### src/rtl/pipe_trace_buffer.sv
// Trace FIFO for MIPS WB register writes and MEM stores, with cycle stamps
// and saturating stall/flush/drop statistics.
module pipe_trace_buffer #(
  parameter int unsigned DEPTH = 16,
  parameter int unsigned CYC_W = 16,
  parameter int unsigned CNT_W = 16
) (
  input  logic                     clk,
  input  logic                     rst,
  input  logic                     en_i,
  input  logic                     clr_i,
  input  logic                     wb_regwrite_i,
  input  logic [4:0]               wb_regaddr_i,
  input  logic [31:0]              wb_result_i,
  input  logic                     mem_memwrite_i,
  input  logic [31:0]              mem_aluout_i,
  input  logic [31:0]              mem_writedata_i,
  input  logic                     stall_pc_i,
  input  logic                     flush_exe_i,
  output logic                     trace_valid_o,
  input  logic                     trace_ready_i,
  output logic                     trace_kind_o,
  output logic [CYC_W-1:0]         trace_cycle_o,
  output logic [31:0]              trace_addr_o,
  output logic [31:0]              trace_data_o,
  output logic [$clog2(DEPTH):0]   level_o,
  output logic                     overflow_o,
  output logic [CNT_W-1:0]         drop_cnt_o,
  output logic [CNT_W-1:0]         stall_cnt_o,
  output logic [CNT_W-1:0]         flush_cnt_o
);

  localparam int unsigned AW = $clog2(DEPTH);
  localparam int unsigned LW = AW + 1;

  typedef struct packed {
    logic             kind;
    logic [CYC_W-1:0] cycle;
    logic [31:0]      addr;
    logic [31:0]      data;
  } rec_t;

  rec_t             mem [DEPTH];
  logic [AW-1:0]    wr_ptr;
  logic [AW-1:0]    rd_ptr;
  logic [AW-1:0]    st_slot;
  logic [CYC_W-1:0] cyc;

  logic       reg_ev, st_ev, full, one_free;
  logic       push_reg, push_st, drop_reg, drop_st, pop;
  logic [1:0] n_push, n_drop;
  rec_t       reg_rec, st_rec, head;

  function automatic logic [CNT_W-1:0] sat_add(input logic [CNT_W-1:0] a,
                                               input logic [1:0] b);
    logic [CNT_W:0] s;
    s = {1'b0, a} + (CNT_W+1)'(b);
    sat_add = s[CNT_W] ? '1 : s[CNT_W-1:0];
  endfunction

  // Admission: room is judged on start-of-cycle occupancy; register record has priority
  always_comb begin
    reg_ev   = en_i & wb_regwrite_i & (wb_regaddr_i != 5'd0);
    st_ev    = en_i & mem_memwrite_i;
    full     = (level_o == LW'(DEPTH));
    one_free = (level_o == LW'(DEPTH - 1));
    push_reg = reg_ev & ~full;
    push_st  = st_ev & ~full & ~(one_free & reg_ev);
    drop_reg = reg_ev & ~push_reg;
    drop_st  = st_ev & ~push_st;
    n_push   = {1'b0, push_reg} + {1'b0, push_st};
    n_drop   = {1'b0, drop_reg} + {1'b0, drop_st};
    pop      = trace_valid_o & trace_ready_i;
    st_slot  = wr_ptr + AW'(push_reg);
    reg_rec  = '{kind: 1'b0, cycle: cyc, addr: {27'd0, wb_regaddr_i}, data: wb_result_i};
    st_rec   = '{kind: 1'b1, cycle: cyc, addr: mem_aluout_i, data: mem_writedata_i};
  end

  always_ff @(posedge clk) begin
    if (push_reg) mem[wr_ptr]  <= reg_rec;
    if (push_st)  mem[st_slot] <= st_rec;
  end

  always_ff @(posedge clk) begin
    if (rst) begin
      wr_ptr      <= '0;
      rd_ptr      <= '0;
      level_o     <= '0;
      cyc         <= '0;
      overflow_o  <= 1'b0;
      drop_cnt_o  <= '0;
      stall_cnt_o <= '0;
      flush_cnt_o <= '0;
    end else begin
      wr_ptr  <= wr_ptr + AW'(n_push);
      rd_ptr  <= rd_ptr + AW'(pop);
      level_o <= level_o + LW'(n_push) - LW'(pop);
      if (en_i) cyc <= cyc + CYC_W'(1);
      if (clr_i) begin
        overflow_o  <= 1'b0;
        drop_cnt_o  <= '0;
        stall_cnt_o <= '0;
        flush_cnt_o <= '0;
      end else begin
        overflow_o  <= overflow_o | (n_drop != 2'd0);
        drop_cnt_o  <= sat_add(drop_cnt_o, n_drop);
        stall_cnt_o <= sat_add(stall_cnt_o, {1'b0, en_i & stall_pc_i});
        flush_cnt_o <= sat_add(flush_cnt_o, {1'b0, en_i & flush_exe_i});
      end
    end
  end

  // Show-ahead head; fields forced to zero while the FIFO is empty
  always_comb begin
    head          = mem[rd_ptr];
    trace_valid_o = (level_o != '0);
    trace_kind_o  = trace_valid_o ? head.kind  : 1'b0;
    trace_cycle_o = trace_valid_o ? head.cycle : '0;
    trace_addr_o  = trace_valid_o ? head.addr  : '0;
    trace_data_o  = trace_valid_o ? head.data  : '0;
  end

endmodule

### config.mk
export PLATFORM = sky130hd
export DESIGN_NAME = pipe_trace_buffer
export DESIGN_NICKNAME = d
export VERILOG_FILES = /design/src/rtl/pipe_trace_buffer.sv
export SDC_FILE = /design/constraint.sdc
export NUM_CORES = 2
export LEC_CHECK = 0
export ABC_CLOCK_PERIOD_IN_PS = 6990
export CAP_MARGIN = 0
export CORE_MARGIN = 4
export CORE_UTILIZATION = 40
export CTS_CLUSTER_SIZE = 40
export DETAILED_ROUTE_END_ITERATION = 7
export HOLD_SLACK_MARGIN = 0.12
export SLEW_MARGIN = 25
export SYNTH_ARGS = -nofsm -noshare
export SYNTH_HDL_FRONTEND = slang
export SYNTH_SLANG_ARGS = --single-unit
### constraint.sdc
create_clock -name clk -period 6.99 [get_ports clk]
set_clock_uncertainty 0.1 [all_clocks]
set_input_delay 0.699 -clock clk [delete_from_list [all_inputs] [get_ports clk]]
set_output_delay 0.699 -clock clk [all_outputs]
set_load 0.01 [all_outputs]
==> out/results.txt <==
status: complete, no violations
cell area after synthesis: 0.0672 mm2
vias in the first global route: 47200
CP max FO: 17
RR Startpoint: level_o[2]
CP required: 7630 ps
met2 routed WL: 106000 um
hold wc startpoint: mem[2][80]
Worst Path Buf+Inv: 3
share of layout cells above drive strength 1: 13.5%
CP max-delay cell: nor4_1
total power: 22500 uW
startpoint class of the critical path: primary input
M1 WL: 84200 um
H-tree levels: 4
WHS Path Cells: 2
P_leak: 0.0230 uW
# placed instances: 7589
Crit path top cell by count: ha_1
Placed Area: 0.0719 mm2
Max Cap Viol: 0
first-pass GRT wire length: 321000 um
RSZ-0062 raised after global routing: false
Clock Sinks: 1374
commonest non-fill, non-tap cell in the layout: edfxtp_1
wire per inst: 27.8 um
Area contributors post-synth: edfxtp_1 57%, mux4_2 11%, nand3_1 4.5%, nand2_1 4.2%, o21ai_0 4.1%
number of synthesized register bits: 1374
CP peak stage delay: 740 ps
GPL Wtd Cong: 0.814
Routed Antenna Nets: 0
Reg2Reg Depth: 12
initial core utilization: 40.2%
dpl hpwl: 122000 um
post-CTS setup repair buffer count: 0
Iteration-0 DRC Markers: 6160
Post-Synthesis Net Count: 5750
final instance area: 0.0766 mm2
pwr/cell area: 294 mW/mm2
Reg-to-Reg End: drop_cnt_o[6]
Final nets: 5678
worst hold path class: flop to flop
die area: 0.175 mm2
hold path endpoint: mem[2][80]
Mapped Cells: 5613
Core Region: 0.167 mm2
final setup TNS: 0 ps
crit path capture type: flop
Final Setup Violations: 0
clock tree buffer depth: 3
Post-CTS Hold Fix Bufs: 0
clock slew at reported path FFs: 60 ps
max layer used: met5
worst-skew pair later-pin latency: 800 ps
CTS tree: done
total global routing track utilization: 24.7%
Vias/cell: 5.99
Detailed Routing Iterations Pass 1: 8
Synth cell types: 59
Post-CTS Resized: 0
CP delay by family, top: simple AND/OR/NAND/NOR gates
Row Count: 150
yosys warns: 0
Post-synth EDFFs: 1280
most frequent cells in the layout: 1280 x edfxtp_1, 752 x nand2_1, 610 x nand3_1, 545 x o21ai_0, 479 x nor2_1
Max Slew Vio Count: 0
DRC violations left: 0
Final Hold Viols: 0
CP cell instances: clkdlybuf4s50_1, buf_4, nor4_4, a21oi_1, a21boi_0, or2_2, ha_1, ha_1, inv_1, fa_1, nor4_1, nand4_1, o21a_1, nor2_1
largest net degree at the start of global routing: 127
global route overflow: 0
via count: 47200
register area share after synthesis: 60.0%
share of the synthesized area in the top cell type: 57.2%
Final min period: 5190 ps
Primary FF master, synth: edfxtp_1
Synth area leader: edfxtp_1
R2R setup slack: 2190 ps
Die Y: 418 um
total CTS buffers: 153
Max Fclk: 193 MHz
met3 routed WL: 19400 um
initial antenna violation count: 15
port buffer count: 245
io pins: 246
Die W: 418 um
Slew headroom: 30.4%
Tcrit/Tclk final: 74.3%
CTS root buf: clkbuf_16
asr flop ratio synth: 0%
Area Overhead vs Synth: 14.0%
Worst IR Drop VDD: 288 uV
WS Path Type: primary input to flop
Avg Cell Area, Syn: 12.0 um2
WL final: 219000 um
Post-Layout Cell Count: 7876
Slew @ Worst Pin: 1040 ps
critical path data arrival time: 5830 ps
==> kinds of logic (layout without fill, tap and decap cells) <==
logic type | count (synthesis) | count (layout) | synth area share, %
AND/OR/NAND/NOR | 2205 | 2205 | 15.0
flip-flops | 1374 | 1374 | 60.0
AO/OA/AOI/OAI | 793 | 793 | 6.33
buffers and inverters | 673 | 726 | 4.16
multiplexers | 491 | 491 | 13.3
XOR/XNOR | 50 | 50 | 0.652
adder cells (fa/ha/maj) | 27 | 27 | 0.536
other | 0 | 6 | 0
==> per-stage QoR <==
stage	setup WS, ps	utilization [%]	hold WS (ps)
after floorplan	1650	-	326
after detailed placement	1090	43.0	342
final	1800	45.9	353
after CTS	1880	45.8	350
after global routing	1440	45.9	375
after global placement	1150	43.0	334
==> final cells by class <==
cell class / count / area [um2]
multi-input combinational: 3566 / 24400
timing repair buffer: 398 / 4220
clock inverter: 75 / 564
clock buffer: 205 / 4150
fill: 14800 / 90400
antenna: 6 / 15.0
sequential: 1374 / 40300
inverter: 48 / 190
tap: 2204 / 2760
==> worst register-to-register path, cell delays in order, from the launching register on <==
cell and delay (ps):
dfxtp_1 380, ha_1 190, and4b_1 590, a21boi_0 270, or2_2 410, ha_1 320
ha_1 190, inv_1 70, fa_1 470, nor4_1 740, nand4_1 640, o21a_1 290
nor2_1 80
==> cell usage after synthesis, types with 4 or more instances <==
| cell type | count |
|---|---|
| a21o_1 | 16 |
| a21oi_1 | 55 |
| a21oi_2 | 5 |
| a31oi_1 | 4 |
| and2_1 | 211 |
| and3_1 | 11 |
| buf_1 | 52 |
| buf_2 | 176 |
| buf_4 | 11 |
| clkbuf_1 | 382 |
| dfxtp_1 | 94 |
| edfxtp_1 | 1280 |
| ha_1 | 24 |
| inv_1 | 48 |
| mux2i_1 | 166 |
| mux4_2 | 324 |
| nand2_1 | 753 |
| nand2b_1 | 4 |
| nand3_1 | 610 |
| nand4_1 | 16 |
| nor2_1 | 479 |
| nor2_2 | 12 |
| nor2_4 | 4 |
| nor2b_1 | 62 |
| nor3_1 | 13 |
| nor3b_1 | 4 |
| o21ai_0 | 545 |
| o21ai_1 | 53 |
| o21ai_2 | 4 |
| o22ai_1 | 97 |
| xnor2_1 | 23 |
| xor2_1 | 27 |
==> state kept, by name (all words and copies together) (netlist names) <==
register,count
level_o,5
flush_cnt_o,16
rd_ptr,4
overflow_o,1
stall_cnt_o,16
drop_cnt_o,16
wr_ptr,4
cyc,16
mem,1296
==> how the worst max path moves through the flow <==
| stage | start | end | depth (start not counted) |
|---|---|---|---|
| CTS | level_o[2] | trace_addr_o[28] | 7 |
| global route | wb_regaddr_i[4] | drop_cnt_o[6] | 14 |
| finish | wb_regaddr_i[4] | drop_cnt_o[6] | 14 |
| floorplan | wb_regaddr_i[3] | mem[8][0] | 12 |
| global placement | wb_regaddr_i[4] | drop_cnt_o[6] | 14 |
| detailed placement | wb_regaddr_i[4] | drop_cnt_o[6] | 14 |
==> power breakdown <==
| part | internal [uW] | leakage (uW) | switching, uW |
|---|---|---|---|
| registers | 9280 | 0.0130 | 200 |
| logic | 2360 | 0.00770 | 2990 |
| clock network | 4300 | 0.00230 | 3370 |
==> per-layer routing <==
layer,track usage [%],up-vias
met4,10.9,2
met1,32.1,23700
met3,4.54,560
met5,0,-
met2,40.5,2572
li1,-,20400
(Power assumes the default switching activity.)
